### src/rtl/systolic_pkg.sv
`default_nettype none
// ============================================================================
//  Module      : systolic_pkg
//  Description : Shared definitions for the systolic mesh feeder: default
//                mesh geometry, accumulator width, feeder state encoding and
//                the element type.
//  Revision    : 1.0 - initial release
// ============================================================================
package systolic_pkg;

    localparam int N_DEF      = 4;                 // mesh dimension
    localparam int DATA_W_DEF = 4;                 // signed element width
    localparam int ACC_W      = 2*DATA_W_DEF + 1;  // PE accumulator width

    typedef enum logic [1:0] {
        LOAD   = 2'd0,
        CLEAR  = 2'd1,
        STREAM = 2'd2,
        DRAIN  = 2'd3
    } feeder_state_t;

    typedef logic signed [DATA_W_DEF-1:0] elem_t;

endpackage
`default_nettype wire

### src/rtl/systolic_skew_feeder_bank.sv
`default_nettype none
// ============================================================================
//  Module      : feeder_bank
//  Description : NxN element store. One full row is written per cycle; each
//                read lane returns element [rd_row][rd_col] combinationally.
//                A matrices are stored row-wise, B matrices column-wise, so
//                "row" here is whichever vector the load beat carried.
//  Ports       : clk      - clock
//                wr_en    - write the row addressed by wr_row
//                wr_row   - row index
//                wr_data  - row contents, element e at [e*DATA_W +: DATA_W]
//                rd_row   - per-lane row index (lane l at [l*IW +: IW])
//                rd_col   - per-lane column index
//                rd_data  - per-lane element (lane l at [l*DATA_W +: DATA_W])
//  Revision    : 1.0 - initial release
// ============================================================================
module feeder_bank
    import systolic_pkg::*;
#(
    parameter int N      = N_DEF,
    parameter int DATA_W = DATA_W_DEF,
    parameter int IW     = (N > 1) ? $clog2(N) : 1
) (
    input  logic                clk,
    input  logic                wr_en,
    input  logic [IW-1:0]       wr_row,
    input  logic [N*DATA_W-1:0] wr_data,
    input  logic [N*IW-1:0]     rd_row,
    input  logic [N*IW-1:0]     rd_col,
    output logic [N*DATA_W-1:0] rd_data
);

    logic [N*DATA_W-1:0] r_mem [N];

    // Data store only: contents are always fully rewritten by a load before
    // they are streamed, so no reset is needed.
    always_ff @(posedge clk) begin
        if (wr_en) begin
            r_mem[wr_row] <= wr_data;
        end
    end

    for (genvar l = 0; l < N; l++) begin : g_rd_lane
        assign rd_data[l*DATA_W +: DATA_W] =
            r_mem[rd_row[l*IW +: IW]][rd_col[l*IW +: IW]*DATA_W +: DATA_W];
    end

endmodule
`default_nettype wire

### src/rtl/systolic_skew_feeder.sv
`default_nettype none
// ============================================================================
//  Module      : systolic_skew_feeder
//  Description : Upstream feeder for an NxN systolic PE mesh. Buffers A
//                (row per beat, beats 0..N-1) and B (column per beat, beats
//                N..2N-1), clears the mesh for one cycle, then streams the
//                diagonally skewed A rows on a_edge and B columns on b_edge
//                for 3N-2 cycles, followed by a one-cycle DRAIN with done.
//  Config      : SKEW_FEEDER_DBUF_EN - active/shadow bank pairs; loading is
//                allowed in every state while the shadow bank has room, and
//                a full shadow bank chains straight from DRAIN into CLEAR.
//  Ports       : clk, reset (synchronous, active-high)
//                load_valid/load_ready/load_data - load beat handshake
//                a_edge  - lane i drives in_a of PE(i,0), registered
//                b_edge  - lane j drives in_b of PE(0,j), registered
//                pe_clear- one-cycle mesh clear
//                busy    - high in CLEAR/STREAM/DRAIN
//                done    - one-cycle pulse, mesh results final
//  Revision    : 1.0 - initial release
// ============================================================================
module systolic_skew_feeder
    import systolic_pkg::*;
#(
    parameter int N      = N_DEF,
    parameter int DATA_W = DATA_W_DEF
) (
    input  logic                clk,
    input  logic                reset,
    input  logic                load_valid,
    output logic                load_ready,
    input  logic [N*DATA_W-1:0] load_data,
    output logic [N*DATA_W-1:0] a_edge,
    output logic [N*DATA_W-1:0] b_edge,
    output logic                pe_clear,
    output logic                busy,
    output logic                done
);

    localparam int IW = (N > 1) ? $clog2(N) : 1;
    localparam int CW = $clog2(2*N + 1);
    localparam int TW = $clog2(3*N);
    localparam int LW = N*DATA_W;

    localparam logic [CW-1:0] c_beats     = CW'(2*N);
    localparam logic [CW-1:0] c_last_beat = CW'(2*N - 1);
    localparam logic [TW-1:0] c_t_last    = TW'(3*N - 3);

    feeder_state_t   r_state;
    feeder_state_t   w_state_next;
    logic [CW-1:0]   r_cnt;
    logic [CW-1:0]   w_cnt_next;
    logic [TW-1:0]   r_t;
    logic [TW-1:0]   w_t_next;
    logic            w_ready;
    logic            w_accept;
    logic            w_full;
    logic            w_stream_next;
    logic            w_wr_a;
    logic            w_wr_b;
    logic [IW-1:0]   w_wr_row;
    logic [N*IW-1:0] w_rd_row;
    logic [N*IW-1:0] w_rd_col;
    logic [LW-1:0]   w_a_rd;
    logic [LW-1:0]   w_b_rd;
    logic [LW-1:0]   w_a_next;
    logic [LW-1:0]   w_b_next;
    logic [LW-1:0]   r_a_edge;
    logic [LW-1:0]   r_b_edge;
    logic [N-1:0]    w_lane_ok;

    // ------------------------------------------------------------------
    // Load port. r_cnt counts beats held in the bank being filled.
    // ------------------------------------------------------------------
    assign w_accept = load_valid & w_ready;
    assign w_wr_a   = w_accept && (r_cnt <  CW'(N));
    assign w_wr_b   = w_accept && (r_cnt >= CW'(N));
    assign w_wr_row = IW'((r_cnt < CW'(N)) ? r_cnt : r_cnt - CW'(N));

`ifdef SKEW_FEEDER_DBUF_EN
    logic r_active;
    logic w_swap;

    assign w_ready = (r_cnt != c_beats);
    // Shadow bank is (or becomes on this edge) a complete job.
    assign w_full  = (r_cnt == c_beats) || (w_accept && (r_cnt == c_last_beat));
`else
    assign w_ready = (r_state == LOAD);
    assign w_full  = w_accept && (r_cnt == c_last_beat);
`endif

    // ------------------------------------------------------------------
    // Next-state logic
    // ------------------------------------------------------------------
    always_comb begin
        w_state_next = r_state;
        w_t_next     = r_t;
        w_cnt_next   = w_accept ? (r_cnt + CW'(1)) : r_cnt;
`ifdef SKEW_FEEDER_DBUF_EN
        w_swap       = 1'b0;
`endif
        case (r_state)
            LOAD: begin
                if (w_full) begin
                    w_state_next = CLEAR;
                    w_cnt_next   = '0;
`ifdef SKEW_FEEDER_DBUF_EN
                    w_swap       = 1'b1;
`endif
                end
            end
            CLEAR: begin
                w_state_next = STREAM;
                w_t_next     = '0;
            end
            STREAM: begin
                w_t_next = r_t + TW'(1);
                if (r_t == c_t_last) begin
                    w_state_next = DRAIN;
                end
            end
            DRAIN: begin
                w_t_next = '0;
`ifdef SKEW_FEEDER_DBUF_EN
                if (w_full) begin
                    w_state_next = CLEAR;
                    w_cnt_next   = '0;
                    w_swap       = 1'b1;
                end else begin
                    w_state_next = LOAD;
                end
`else
                w_state_next = LOAD;
`endif
            end
            default: begin
                w_state_next = LOAD;
            end
        endcase
    end

    // ------------------------------------------------------------------
    // Skew generation. Edges are registered, so the value for the cycle
    // after this edge is computed from the next state and next t. Both
    // banks hold the streamed vector as a "row" (A row i, B column j), so
    // lane l reads element [l][t-l] from each.
    // ------------------------------------------------------------------
    assign w_stream_next = (w_state_next == STREAM);

    for (genvar l = 0; l < N; l++) begin : g_lane
        assign w_lane_ok[l] = w_stream_next &&
                              (int'(w_t_next) >= l) &&
                              (int'(w_t_next) <  l + N);
        assign w_rd_row[l*IW +: IW] = IW'(l);
        assign w_rd_col[l*IW +: IW] = IW'(int'(w_t_next) - l);
        assign w_a_next[l*DATA_W +: DATA_W] =
            w_lane_ok[l] ? w_a_rd[l*DATA_W +: DATA_W] : '0;
        assign w_b_next[l*DATA_W +: DATA_W] =
            w_lane_ok[l] ? w_b_rd[l*DATA_W +: DATA_W] : '0;
    end

    // ------------------------------------------------------------------
    // Banks
    // ------------------------------------------------------------------
`ifdef SKEW_FEEDER_DBUF_EN
    logic [LW-1:0] w_a_rd_bank [2];
    logic [LW-1:0] w_b_rd_bank [2];

    // Loads always target the shadow bank (index != r_active).
    for (genvar s = 0; s < 2; s++) begin : g_bank
        feeder_bank #(.N(N), .DATA_W(DATA_W), .IW(IW)) u_bank_a (
            .clk     (clk),
            .wr_en   (w_wr_a && (r_active != 1'(s))),
            .wr_row  (w_wr_row),
            .wr_data (load_data),
            .rd_row  (w_rd_row),
            .rd_col  (w_rd_col),
            .rd_data (w_a_rd_bank[s])
        );
        feeder_bank #(.N(N), .DATA_W(DATA_W), .IW(IW)) u_bank_b (
            .clk     (clk),
            .wr_en   (w_wr_b && (r_active != 1'(s))),
            .wr_row  (w_wr_row),
            .wr_data (load_data),
            .rd_row  (w_rd_row),
            .rd_col  (w_rd_col),
            .rd_data (w_b_rd_bank[s])
        );
    end

    assign w_a_rd = r_active ? w_a_rd_bank[1] : w_a_rd_bank[0];
    assign w_b_rd = r_active ? w_b_rd_bank[1] : w_b_rd_bank[0];

    always_ff @(posedge clk) begin
        if (reset) begin
            r_active <= 1'b0;
        end else if (w_swap) begin
            r_active <= ~r_active;
        end
    end
`else
    feeder_bank #(.N(N), .DATA_W(DATA_W), .IW(IW)) u_bank_a (
        .clk     (clk),
        .wr_en   (w_wr_a),
        .wr_row  (w_wr_row),
        .wr_data (load_data),
        .rd_row  (w_rd_row),
        .rd_col  (w_rd_col),
        .rd_data (w_a_rd)
    );
    feeder_bank #(.N(N), .DATA_W(DATA_W), .IW(IW)) u_bank_b (
        .clk     (clk),
        .wr_en   (w_wr_b),
        .wr_row  (w_wr_row),
        .wr_data (load_data),
        .rd_row  (w_rd_row),
        .rd_col  (w_rd_col),
        .rd_data (w_b_rd)
    );
`endif

    // ------------------------------------------------------------------
    // State and edge registers
    // ------------------------------------------------------------------
    always_ff @(posedge clk) begin
        if (reset) begin
            r_state  <= LOAD;
            r_cnt    <= '0;
            r_t      <= '0;
            r_a_edge <= '0;
            r_b_edge <= '0;
        end else begin
            r_state  <= w_state_next;
            r_cnt    <= w_cnt_next;
            r_t      <= w_t_next;
            r_a_edge <= w_a_next;
            r_b_edge <= w_b_next;
        end
    end

    assign load_ready = w_ready;
    assign a_edge     = r_a_edge;
    assign b_edge     = r_b_edge;
    assign pe_clear   = (r_state == CLEAR);
    assign busy       = (r_state != LOAD);
    assign done       = (r_state == DRAIN);

endmodule
`default_nettype wire

### config.mk
export PLATFORM = sky130hd
export DESIGN_NAME = systolic_skew_feeder
export DESIGN_NICKNAME = d
export VERILOG_FILES = /design/src/rtl/systolic_pkg.sv /design/src/rtl/systolic_skew_feeder_bank.sv /design/src/rtl/systolic_skew_feeder.sv
export SDC_FILE = /design/constraint.sdc
export NUM_CORES = 1
export LEC_CHECK = 0
export ABC_AREA = 1
export CAP_MARGIN = 20
export CELL_PAD_IN_SITES_DETAIL_PLACEMENT = 1
export CELL_PAD_IN_SITES_GLOBAL_PLACEMENT = 1
export CORE_MARGIN = 2
export CORE_UTILIZATION = 49
export CTS_CLUSTER_DIAMETER = 100
export CTS_CLUSTER_SIZE = 20
export DETAILED_ROUTE_END_ITERATION = 7
export GPL_TIMING_DRIVEN = 0
export PLACE_DENSITY = 0.95
export SLEW_MARGIN = 10
export SYNTH_ARGS = -nofsm -noshare
export SYNTH_HDL_FRONTEND = slang
export SYNTH_HIERARCHICAL = 1
export SYNTH_SLANG_ARGS = --single-unit
### constraint.sdc
create_clock -name clk -period 5.4 [get_ports clk]
set_clock_uncertainty 0.2 [all_clocks]
set_input_delay 0.54 -clock clk [delete_from_list [all_inputs] [get_ports clk]]
set_output_delay 0.54 -clock clk [all_outputs]
set_load 0.02 [all_outputs]
==> impl_metrics.csv <==
group,metric,value,unit
setup_path,cp-start-kind,"register",
place,gp_congestion,0.9982,
floorplanning,dieArea,0.02416,mm^2
layout,nets,1703,
setup_path,critPathLaunch,"r_state[0]",
layout,multi_input_area,0.005016,mm^2
grt,antenna_found_initial,0,
floorplanning,io_pins,55,
layout,fin_area,0.01289,mm^2
setup_path,critical_path_class,"reg2reg",
sta,slew_headroom,0.2979,
synth,syn_area,0.01124,mm^2
sta,fin_tns_setup,0,ps
pwr,p_leak,6.057,nW
layout,fill_cells,2951,
place,hpwl,37320,um
place,port_buffers,54,
grt,grt_use_total,0.4149,
grt,grt_pass1_vias,12160,
drt,vias_per_cell,6.236,
grt,grt_max_degree,19,
floorplanning,start_util,0.4979,
clocking,cts.sinks,170,
clocking,worstSkewPairLatency,440,ps
setup_path,reg2reg_setup_slack,860,ps
synth,syn_avg_cell_area,7.132,um^2
setup_path,cp_common_cell,"inv_1",
drt,antenna_left,0,
clocking,htree_num_levels,4,
worst_hold_path,hold_path_class,"reg2reg",
layout,area_growth,14.65,%
setup_path,rr_endpoint,"b_edge[12]",
synth,yosys_most_used_dff,"edfxtp_1",
setup_path,r2r_cells,13,
setup_path,slowest_stage,"ha_1",
layout,n_antenna_cell,0,
sta,final-max-slew-violation-count,0,
sta,whs,333.9,ps
synth,synth_cells,1576,
clocking,clockBufferDepth,2,
sta,period_needed,4540,ps
clocking,cts-buffers-inserted,17,
layout,drive_gt1_frac,0.09786,
pwr,ir_drop,0.2108,mV
sta,worstMarginPinSlew,1047,ps
sta,finalHoldViolations,0,
setup_path,crit_required,5590,ps
pwr,p_per_area,247.0,mW/mm^2
layout,seqCellArea,0.004684,mm^2
synth,ys_seq_area_frac,0.4168,
layout,final_util,0.5709,
clocking,cts_resized,0,
setup_path,cp-endpoint,"b_edge[12]",
drt,wirelength,49980,um
place,place_area,0.01230,mm^2
setup_path,slowest_delay,830,ps
floorplanning,fp.dieH,155.5,um
job,drv_cap,0,
drt,dr_total_vias,12290,
clocking,ctsHoldBuffers,0,
setup_path,cp_data_arrival_time,4730,ps
drt,post_drt_wl_per_cell,25.36,um
synth,synth.ff_latch_count,170,
setup_path,r2r_start,"r_state[0]",
synth,yosysWarningCount,6,
grt,grt_overflow,0,
sta,rsz0062_at_grt,"false",
sta,post-route-period-util,0.8408,
drt,dr.pass1.iters,6,
synth,synth_edf_count,128,
synth,ys_async_sr_fraction,0,
clocking,root_buffer,"clkbuf_16",
setup_path,cp-end-kind,"register",
place,dp_cells,1938,
grt,grt_pass1_wl,74030,um
sta,setup_violations,0,
drt,drc,0,
setup_path,critPathMaxFanout,14,
sta,fmax,220.3,MHz
floorplanning,die_x,155.5,um
clocking,clkTransAtPathRegs,90,ps
run_status,outcome,"complete, no violations",
floorplanning,num_rows,55,
floorplanning,core,0.02257,mm^2
drt,drt-initial-drc-count,1800,
clocking,cts_tree,"built",
synth,synthDistinctLibCells,26,
clocking,post_cts_buffers,0,
layout,fin_cells,1971,
setup_path,crit_path_cell_trace,"inv_1 -> ha_1 -> inv_2 -> nand2_1 -> o22ai_2 -> inv_1 -> ha_1 -> inv_1 -> inv_1 -> nand3_1 -> nand2_1 -> inv_1 -> nor2_1",
==> cell usage in the layout, fill, tap and decap left out, types with 3 or more instances in the layout <==
cell and n:
buf_2 16, conb_1 16, nand3_1 459, dfxtp_1 42, a21oi_1 7, buf_4 37, inv_2 7, clkbuf_16 17
nand2_1 554, o21ai_0 3, inv_4 11, nor2_1 41, ha_1 11, buf_6 45, nor3_1 3, nand3_4 3
inv_1 198, clkinv_4 3, nor3_2 8, clkdlybuf4s50_1 54, inv_8 7, edfxtp_1 128
==> final cells by class <==
type                    instances  share of cell area
inverters                     217             0.06535
flip-flops and latches        170              0.3635
plain buffers                  88             0.06127
clock buffers                  17             0.03301
well taps                     285             0.02767
clock inverters                15             0.01214
repair buffers                 64             0.04777
multi-input cells            1115              0.3893
==> through the flow <==
| step | worst slack (ps) | power, W |
|---|---|---|
| floorplan | 2504 | 0.001770 |
| finish | 859.8 | 0.003182 |
| global placement | 1130 | 0.001859 |
| CTS | 1121 | 0.003095 |
| detailed placement | 1190 | 0.001881 |
| global route | 802.2 | 0.003256 |
==> Yosys cell counts (2+ instances only) <==
| cell | number | area (um^2) |
|---|---|---|
| nor3_1 | 11 | 55.05 |
| nand3_4 | 3 | 52.55 |
| dfxtp_1 | 42 | 840.8 |
| inv_1 | 198 | 743.2 |
| buf_4 | 27 | 202.7 |
| inv_2 | 7 | 26.28 |
| nor2_1 | 41 | 153.9 |
| o21ai_0 | 3 | 15.01 |
| nand2_1 | 554 | 2079 |
| ha_1 | 11 | 137.6 |
| buf_6 | 45 | 506.7 |
| a21oi_1 | 7 | 35.03 |
| nand3_1 | 459 | 2297 |
| nor2_2 | 2 | 12.51 |
| nand2_2 | 2 | 12.51 |
| conb_1 | 2 | 7.510 |
| edfxtp_1 | 128 | 3844 |
| buf_2 | 16 | 80.08 |
| inv_4 | 11 | 68.82 |
==> where the power goes <==
part           internal (W)  switching, W
clock network      0.000619      0.000620
registers           0.00143     0.0000113
logic              0.000161      0.000342
total               0.00221      0.000973
==> logic make-up after synthesis <==
logic type	synth area share
other	0.0006682
and+or+nand+nor	0.4188
AOI/OAI and AO/OA	0.005565
buffers and inverters	0.1452
xor gates and xnor gates	0.0007794
DFF	0.4168
adders and majority gates	0.01225
==> worst max-delay path: cells and delay by family, from the launching register on <==
family | cells | cell delay [ps]
buf+inv | 6 | 1580
fa+ha+maj | 2 | 1110
compound gates | 1 | 690
simple gates | 4 | 510
flops | 1 | 370
==> worst min path at each step <==
stage / depth (start not counted) / startpoint / slack [ps] / end
3_5_place_dp: 2 / r_cnt[2] / 330 / r_cnt[2]
6_report: 2 / r_cnt[2] / 330 / r_cnt[2]
2_1_floorplan: 2 / r_cnt[2] / 290 / r_cnt[2]
3_3_place_gp: 2 / r_cnt[2] / 310 / r_cnt[2]
4_1_cts: 2 / r_cnt[2] / 340 / r_cnt[2]
5_1_grt: 2 / r_cnt[2] / 390 / r_cnt[2]
==> flip-flops by register name (all words and copies together), names as in the netlist <==
register,cells
b_edge,16
u_bank_b/r_mem,64
u_bank_a/r_mem,64
r_t,4
r_state,2
a_edge,16
r_cnt,4
==> per-layer routing <==
metal,GRT usage,part of all wire,wire (um)
met4,0.1564,0.040,2021
met3,0.08412,0.13,6260
met5,0,0,0
met1,0.5839,0.40,20130
met2,0.6323,0.43,21570
No activity file was read; power rests on OpenSTA's default activity.
